## src/rtl/pipe_stall_ctrl.sv

```systemverilog
// Hazard/stall controller for a 5-stage MIPS pipeline: Tuse/Tnew dependency stalls plus a
// mult/div busy sequencer. Optional stalled-cycle counter enabled by `define STALL_STAT_EN.
module pipe_stall_ctrl #(
  parameter int unsigned MULT_LAT = 5,
  parameter int unsigned DIV_LAT  = 10
) (
  input  logic        clk,
  input  logic        reset,
  input  logic [4:0]  D_rs_addr,
  input  logic [4:0]  D_rt_addr,
  input  logic [1:0]  D_tuse_rs,
  input  logic [1:0]  D_tuse_rt,
  input  logic        D_is_md,
  input  logic [4:0]  E_wa,
  input  logic [1:0]  E_tnew,
  input  logic [4:0]  M_wa,
  input  logic [1:0]  M_tnew,
  input  logic        E_md_start,
  input  logic        E_md_div,
  output logic        D_stall,
  output logic        E_flush,
  output logic        md_busy,
  output logic [3:0]  md_count
`ifdef STALL_STAT_EN
  ,
  input  logic        stat_clr,
  output logic [31:0] stall_cnt
`endif
);

  localparam logic [3:0] MultLat = 4'(MULT_LAT);
  localparam logic [3:0] DivLat  = 4'(DIV_LAT);

  typedef enum logic [0:0] {StIdle, StBusy} md_state_e;

  md_state_e  state_q, state_d;
  logic [3:0] count_q, count_d;
  logic       stall_rs, stall_rt, stall_md;

  // Register 0 is hardwired, so a match on it is never a real dependency.
  always_comb begin
    stall_rs = (D_rs_addr != 5'd0) &&
               (((D_rs_addr == E_wa) && (D_tuse_rs < E_tnew)) ||
                ((D_rs_addr == M_wa) && (D_tuse_rs < M_tnew)));
    stall_rt = (D_rt_addr != 5'd0) &&
               (((D_rt_addr == E_wa) && (D_tuse_rt < E_tnew)) ||
                ((D_rt_addr == M_wa) && (D_tuse_rt < M_tnew)));
    stall_md = D_is_md && (md_busy || E_md_start);
    D_stall  = stall_rs || stall_rt || stall_md;
    E_flush  = D_stall;
  end

  always_comb begin
    state_d = state_q;
    count_d = count_q;
    unique case (state_q)
      StIdle: begin
        if (E_md_start) begin
          state_d = StBusy;
          count_d = E_md_div ? DivLat : MultLat;
        end
      end
      StBusy: begin
        // A start while busy is ignored; the md stall keeps it from happening.
        count_d = count_q - 4'd1;
        if (count_q == 4'd1) begin
          state_d = StIdle;
        end
      end
      default: begin
        state_d = StIdle;
        count_d = 4'd0;
      end
    endcase
  end

  always_ff @(posedge clk or negedge reset) begin
    if (!reset) begin
      state_q <= StIdle;
      count_q <= 4'd0;
    end else begin
      state_q <= state_d;
      count_q <= count_d;
    end
  end

  assign md_busy  = (state_q == StBusy);
  assign md_count = count_q;

`ifdef STALL_STAT_EN
  logic [31:0] stall_cnt_q;

  always_ff @(posedge clk or negedge reset) begin
    if (!reset) begin
      stall_cnt_q <= 32'd0;
    end else if (stat_clr) begin
      stall_cnt_q <= 32'd0;
    end else if (D_stall && (stall_cnt_q != 32'hFFFF_FFFF)) begin
      stall_cnt_q <= stall_cnt_q + 32'd1;
    end
  end

  assign stall_cnt = stall_cnt_q;
`endif

endmodule
```

## config.mk

```make
export PLATFORM = sky130hd
export DESIGN_NAME = pipe_stall_ctrl
export DESIGN_NICKNAME = d
export VERILOG_FILES = /design/src/rtl/pipe_stall_ctrl.sv
export SDC_FILE = /design/constraint.sdc
export NUM_CORES = 1
export LEC_CHECK = 0
export CAP_MARGIN = 10
export CORE_MARGIN = 1
export CORE_UTILIZATION = 38
export DETAILED_ROUTE_END_ITERATION = 10
export PLACE_DENSITY = 0.86
export REMOVE_ABC_BUFFERS = 1
export SETUP_SLACK_MARGIN = 0.2
export SKIP_LAST_GASP = 1
export SLEW_MARGIN = 15
export SYNTH_ARGS = -nofsm -noshare
export SYNTH_HDL_FRONTEND = slang
export SYNTH_SLANG_ARGS = --single-unit
```

## constraint.sdc

```tcl
create_clock -name clk -period 2 [get_ports clk]
set_input_delay 0.2 -clock clk [delete_from_list [all_inputs] [get_ports clk]]
set_output_delay 0.2 -clock clk [all_outputs]
set_load 0.01 [all_outputs]
```

## Word level (Yosys, flattened, before mapping)

Cells that the tools add are included.

| cells by class | value |
|---|---|
| add/sub/neg operators | 1 |
| magnitude comparators | 4 |
| equal/unequal tests | 6 |
| muxes and demuxes | 6 |
| bitwise gates (word level) | 1 |
| reduce and logical (&&, ||, !) cells | 14 |

Operators by type and width:

| kind | count |
|---|---|
| equality test 5 bit | 4 |
| nonzero test 5 bit | 2 |
| < comparator 2 bit | 4 |
| two-way mux 4 bit | 2 |
| case mux 4 bit (2 select lines) | 1 |
| logical AND 1 bit | 7 |
| logical OR 1 bit | 5 |
| equality test 4 x 1 -> 1 bit, second input constant | 1 |
| subtractor 4 x 1 -> 4 bit, second input constant | 1 |
| two-way mux 1 bit | 2 |
| != test 2 bit, second input constant | 1 |
| case mux 1 bit (2 select lines) | 1 |
| NOT 1 bit | 1 |

| storage, ports and cells | value |
|---|---|
| register bits | 5 |
| bits of input ports | 33 |
| output and inout port bits | 7 |
| logic and storage cells | 34 |

## Depth between registers and ports, before layout

| logic depth | value |
|---|---|
| depth after elaboration | 6 |
| depth in mapped cells | 7 |
| depth with buffers taken out | 6 |

## Least setup slack after synthesis

No wires, ideal clock.

| timing path | value |
|---|---|
| path type | input-to-output |
| start | input port D_rs_addr[1] |
| end | output port E_flush |
| arrival time | 1260 ps |
| required time | 1800 ps |
| path slack | 540 ps |
| stages on the path | 5 |
| buffers on the path | 1 |
| cell sequence | or4_1 -> nor2_1 -> a21oi_1 -> a211o_1 -> buf_4 |

| between the ends | value |
|---|---|
| cells in the longest elaborated chain, start to end | 6 |
| elaborated cells on any way between the ends | 9 |
| classes of those cells | eq/ne: 2; reduce/logical: 7 |

RTL lines:

| what | RTL line | RTL |
|---|---|---|
| start, declared | 9 | `input logic [4:0] D_rs_addr,` |
| equality test 5 bit, on equally long branches | 43, 44 |  |
| logical AND 1 bit, on equally long branches | 43, 44 |  |
| logical OR 1 bit | 43 | `(((D_rs_addr == E_wa) && (D_tuse_rs < E_tnew)) \|\|` |
| logical AND 1 bit (*) | 42 | `stall_rs = (D_rs_addr != 5'd0) &&` |
| logical OR 1 bit (*) (2 in a row) | 49 | `D_stall = stall_rs \|\| stall_rt \|\| stall_md;` |
| end, declared | 21 | `output logic E_flush,` |

Every way passes the cells marked *; elsewhere a longest branch is shown, timed or not.

## Final worst setup path

| timing path | value |
|---|---|
| start | input port D_rs_addr[2] |
| end | output port D_stall |

| between the ends | value |
|---|---|
| cells in the longest elaborated chain, start to end | 6 |
| elaborated cells on any way between the ends | 9 |
| classes of those cells | eq/ne: 2; reduce/logical: 7 |

RTL lines:

| what | RTL line | RTL |
|---|---|---|
| equality test 5 bit, on equally long branches | 43, 44 |  |
| logical AND 1 bit, on equally long branches | 43, 44 |  |
| logical OR 1 bit | 43 |  |
| logical AND 1 bit (*) | 42 |  |
| logical OR 1 bit (*) (2 in a row) | 49 |  |
| end, declared | 20 | `output logic D_stall,` |

Marks and branches as above.

==> summary.md <==
| Metric | Value |
|---|---|
| Number of setup violations in the final report | 0 |
| Via count | about 810 |
| DP Cell Count | 145 |
| Comb power frac | 60.2% |
| Final total power | between 800 and 900 uW |
| Crit path max-delay family | simple AND/OR/NAND/NOR gates |
| Fin worst setup slack | 194.5 ps |
| Critical-path maximum fanout | 3 |
| Fmax | 553.9 MHz |
| Sw Ratio | 41.34% |
| Fill cells | 117 |
| First-pass GRT wire length | 3726 um |
| Pre-CTS setup slack | -371.4 ps |
| Met2 wire len | 1341 um |
| Post-route ant nets | 0 |
| Total negative slack | 0 ps |
| Crit path buf inv count | 2 |
| Worst path depth | 6 |
| Iter 0 DRT Violations | 17 |
| RR Endpoint | md_count[2] |
| Sequential fraction of the synthesis area | between 10% and 20% |
| Nets@finish | 173 |
| Synth async-reset ratio | 100.0% |
| WS Path Type | input pin to primary output |
| H-tree Lvls | 1 |
| Clock tree buffer depth | 2 |
| Routed met3 length | 94 um |
| DIE WIDTH | 42.62 um |
| Top cell type's share of synthesized area | 19.96% |
| Final Util | 77.50% |
| Uppermost layer routed | met4 |
| Max-slew violation count | 0 |
| Worst r2r src | md_count[0] |
| Post-synthesis cell type count | 20 |
| CP Launch Type | input pin |
| CTS buffer count | 3 |
| Slew HR | 78.04% |
| Final hold vios | 0 |
| Number of max-cap violations | 0 |
| Crit-path slowest cell | or4_1 |
| Vias per Instance | 5.450 |
| Outcome | complete, no violations |
| RSZ-0062 raised after global routing | false |
| R2R depth | 5 |
| Final cell count without fillers | 149 |
| Pwr dens | 737.8 mW/mm^2 |
| Routed wire per std cell | 16.60 um |
| Clk pin slew, worst setup/hold paths | 50 ps |
| Leakage power | 0.5643 nW |
| CP arrival | 1610 ps |
| Synth cell count leaders | xor2_1, o21ai_0, xnor2_1 |
| WP data required | 1800 ps |
| Reg power frac | between 20% and 30% |
| Largest net degree at the start of global routing | 10 |
| Die area | 0.001816 mm^2 |
| Minimum clock period | 1805 ps |
| Int Pwr | 511.2 uW |
| Post-detail-place hpwl | 1857 um |
| Most frequent cell after synthesis | xor2_1 |
| # DRC | 0 |
| Final worst-path cycle share | 90.27% |
| Post-synth EDFFs | 0 |
| TritonCTS Sinks | 5 |
| CP Cell Sequence | dlygate4sd2_1 -> or4_1 -> nor2_2 -> a21oi_2 -> a211o_1 -> buf_2 |
| CTS root buf | clkbuf_4 |
| Max incr delay on CP | 550 ps |
| Cells after Synth | a little under 80 |
| Slew @ Worst Pin | between 300 and 400 ps |
| Rows | 14 |
| Share of layout cells above drive strength 1 | 21.80% |
| Routability cong. | 0.8370 |
| Total track usage | between 20 and 30% |
| Post-synth top flop | dfrtp_1 |
| Sw Pwr | 360.2 uW |
| Met1 wire length | ~990 um |
| Maximum VDD drop | 504.1 uV |
| Top post-synthesis cells by area | dfrtp_1, xor2_1, xnor2_1 |
| CTS tree | yes |
| DR pass1 iterations | 7 |
| Hold_buf cts | 0 |
| CP Capture Type | primary output |
| Final Skew | 2.271 ps |
| Initial core utilization | about two fifths |
| I/O pins | 40 |
| Chip height | 42.62 um |
| Drt total wl | ~2500 um |
| Initial antenna violation count | 0 |
| R2r setup slk | 850 ps |
| Vias in the first global route | 833 |
| Seq cells post-synth | 5 |
| Core area | 0.001524 mm^2 |
| Worst skew pair latency | around 250 ps |
| Ant. Diodes | 0 |
| Area of the mapped netlist | 626.9 um^2 |
| Mapped Avg Cell Area | roughly 7.9 um^2 |
| Area leader, netlist | dfrtp_1 |
| Area Overhead vs Synth | 88.42% |
| I/O Buffers | 39 |
| Hold WC Path Type | input pin to async pin |
| Ys Warns | 0 |
| GR Overflow Total | 0 |
| Clock Power Share | 14.6% |
stage by stage:
step / area, um^2 / hold WS (ps)
finish: 1181 / 177.0
global route: 1181 / 201.5
CTS: 1140 / 194.9
detailed placement: 1124 / 459.3
global placement: 1124 / 439.4
floorplan: 615.6 / -95.59
area by class of cell:
class	instances	area, um^2	area share (%)
inverters	7	26.28	2.225
well taps	16	20.02	1.695
clock buffers	4	26.28	2.225
repair buffers	52	456.7	38.67
multi-input cells	65	526.8	44.60
flip-flops and latches	5	125.1	10.59
sequential cells by signal, summed over array words and instances, names as in the netlist:
signal    count
md_busy       1
md_count      4
how the worst max path moves through the flow:
stage               slack [ps]    startpoint      end
detailed placement        -370  D_rs_addr[1]  D_stall
global placement          -280  D_rs_addr[1]  D_stall
floorplan                  660  D_rs_addr[1]  D_stall
CTS                        200  D_rs_addr[1]  D_stall
global route               170  D_rs_addr[2]  D_stall
finish                     190  D_rs_addr[2]  D_stall
placed cells by master, fill, tap and decap left out:
cell / count
a211o_1: 1
a21oi_1: 2
a21oi_2: 1
a31oi_1: 1
buf_2: 2
buf_4: 13
clkbuf_1: 1
clkbuf_2: 1
clkbuf_4: 3
clkdlybuf4s15_1: 1
clkdlybuf4s50_1: 16
dfrtp_1: 5
dlygate4sd2_1: 17
dlymetal6s2s_1: 2
ha_1: 5
ha_2: 1
inv_1: 7
mux2i_1: 1
nand2_1: 3
nand4_1: 4
nor2_1: 5
nor2_2: 1
nor2b_1: 1
nor3_1: 2
nor3_2: 2
nor4_2: 1
nor4_4: 1
o21ai_0: 6
o21ai_1: 3
o22ai_1: 1
or4_1: 1
xnor2_1: 7
xnor2_2: 2
xor2_1: 12
xor2_2: 1
power by group through the flow:
stage	combinational [mW]	clock, mW	sequential (mW)
CTS	0.498	0.124	0.215
detailed placement	0.506	0	0.217
finish	0.524	0.127	0.220
global route	0.565	0.130	0.229
floorplan	0.194	0	0.244
global placement	0.482	0	0.212
kinds of logic (layout without fill, tap and decap cells):
logic type      after synthesis  in the layout  synth area share, %
buf+inv                       9             63                5.989
xor+xnor                     22             22                30.74
compound gates               15             15                12.97
simple gates                 21             21                16.77
flops                         5              5                19.96
fa+ha+maj                     6              6                11.98
mux                           1              1                1.597
metal layers:
layer / vias up / GRT usage (%)
met5: - / 0
met4: 0 / 7.500
met3: 8 / 1.293
met2: 33 / 51.38
met1: 392 / 34.39
li1: 379 / -
repair_timing:
item                       CTS  global route
setup endpoints to repair    2             2
gates resized for setup     35            11
hold endpoints to repair     0             0
pin swaps                   11             9
buffers inserted             0             0
Power figures use the tool's default switching activity.
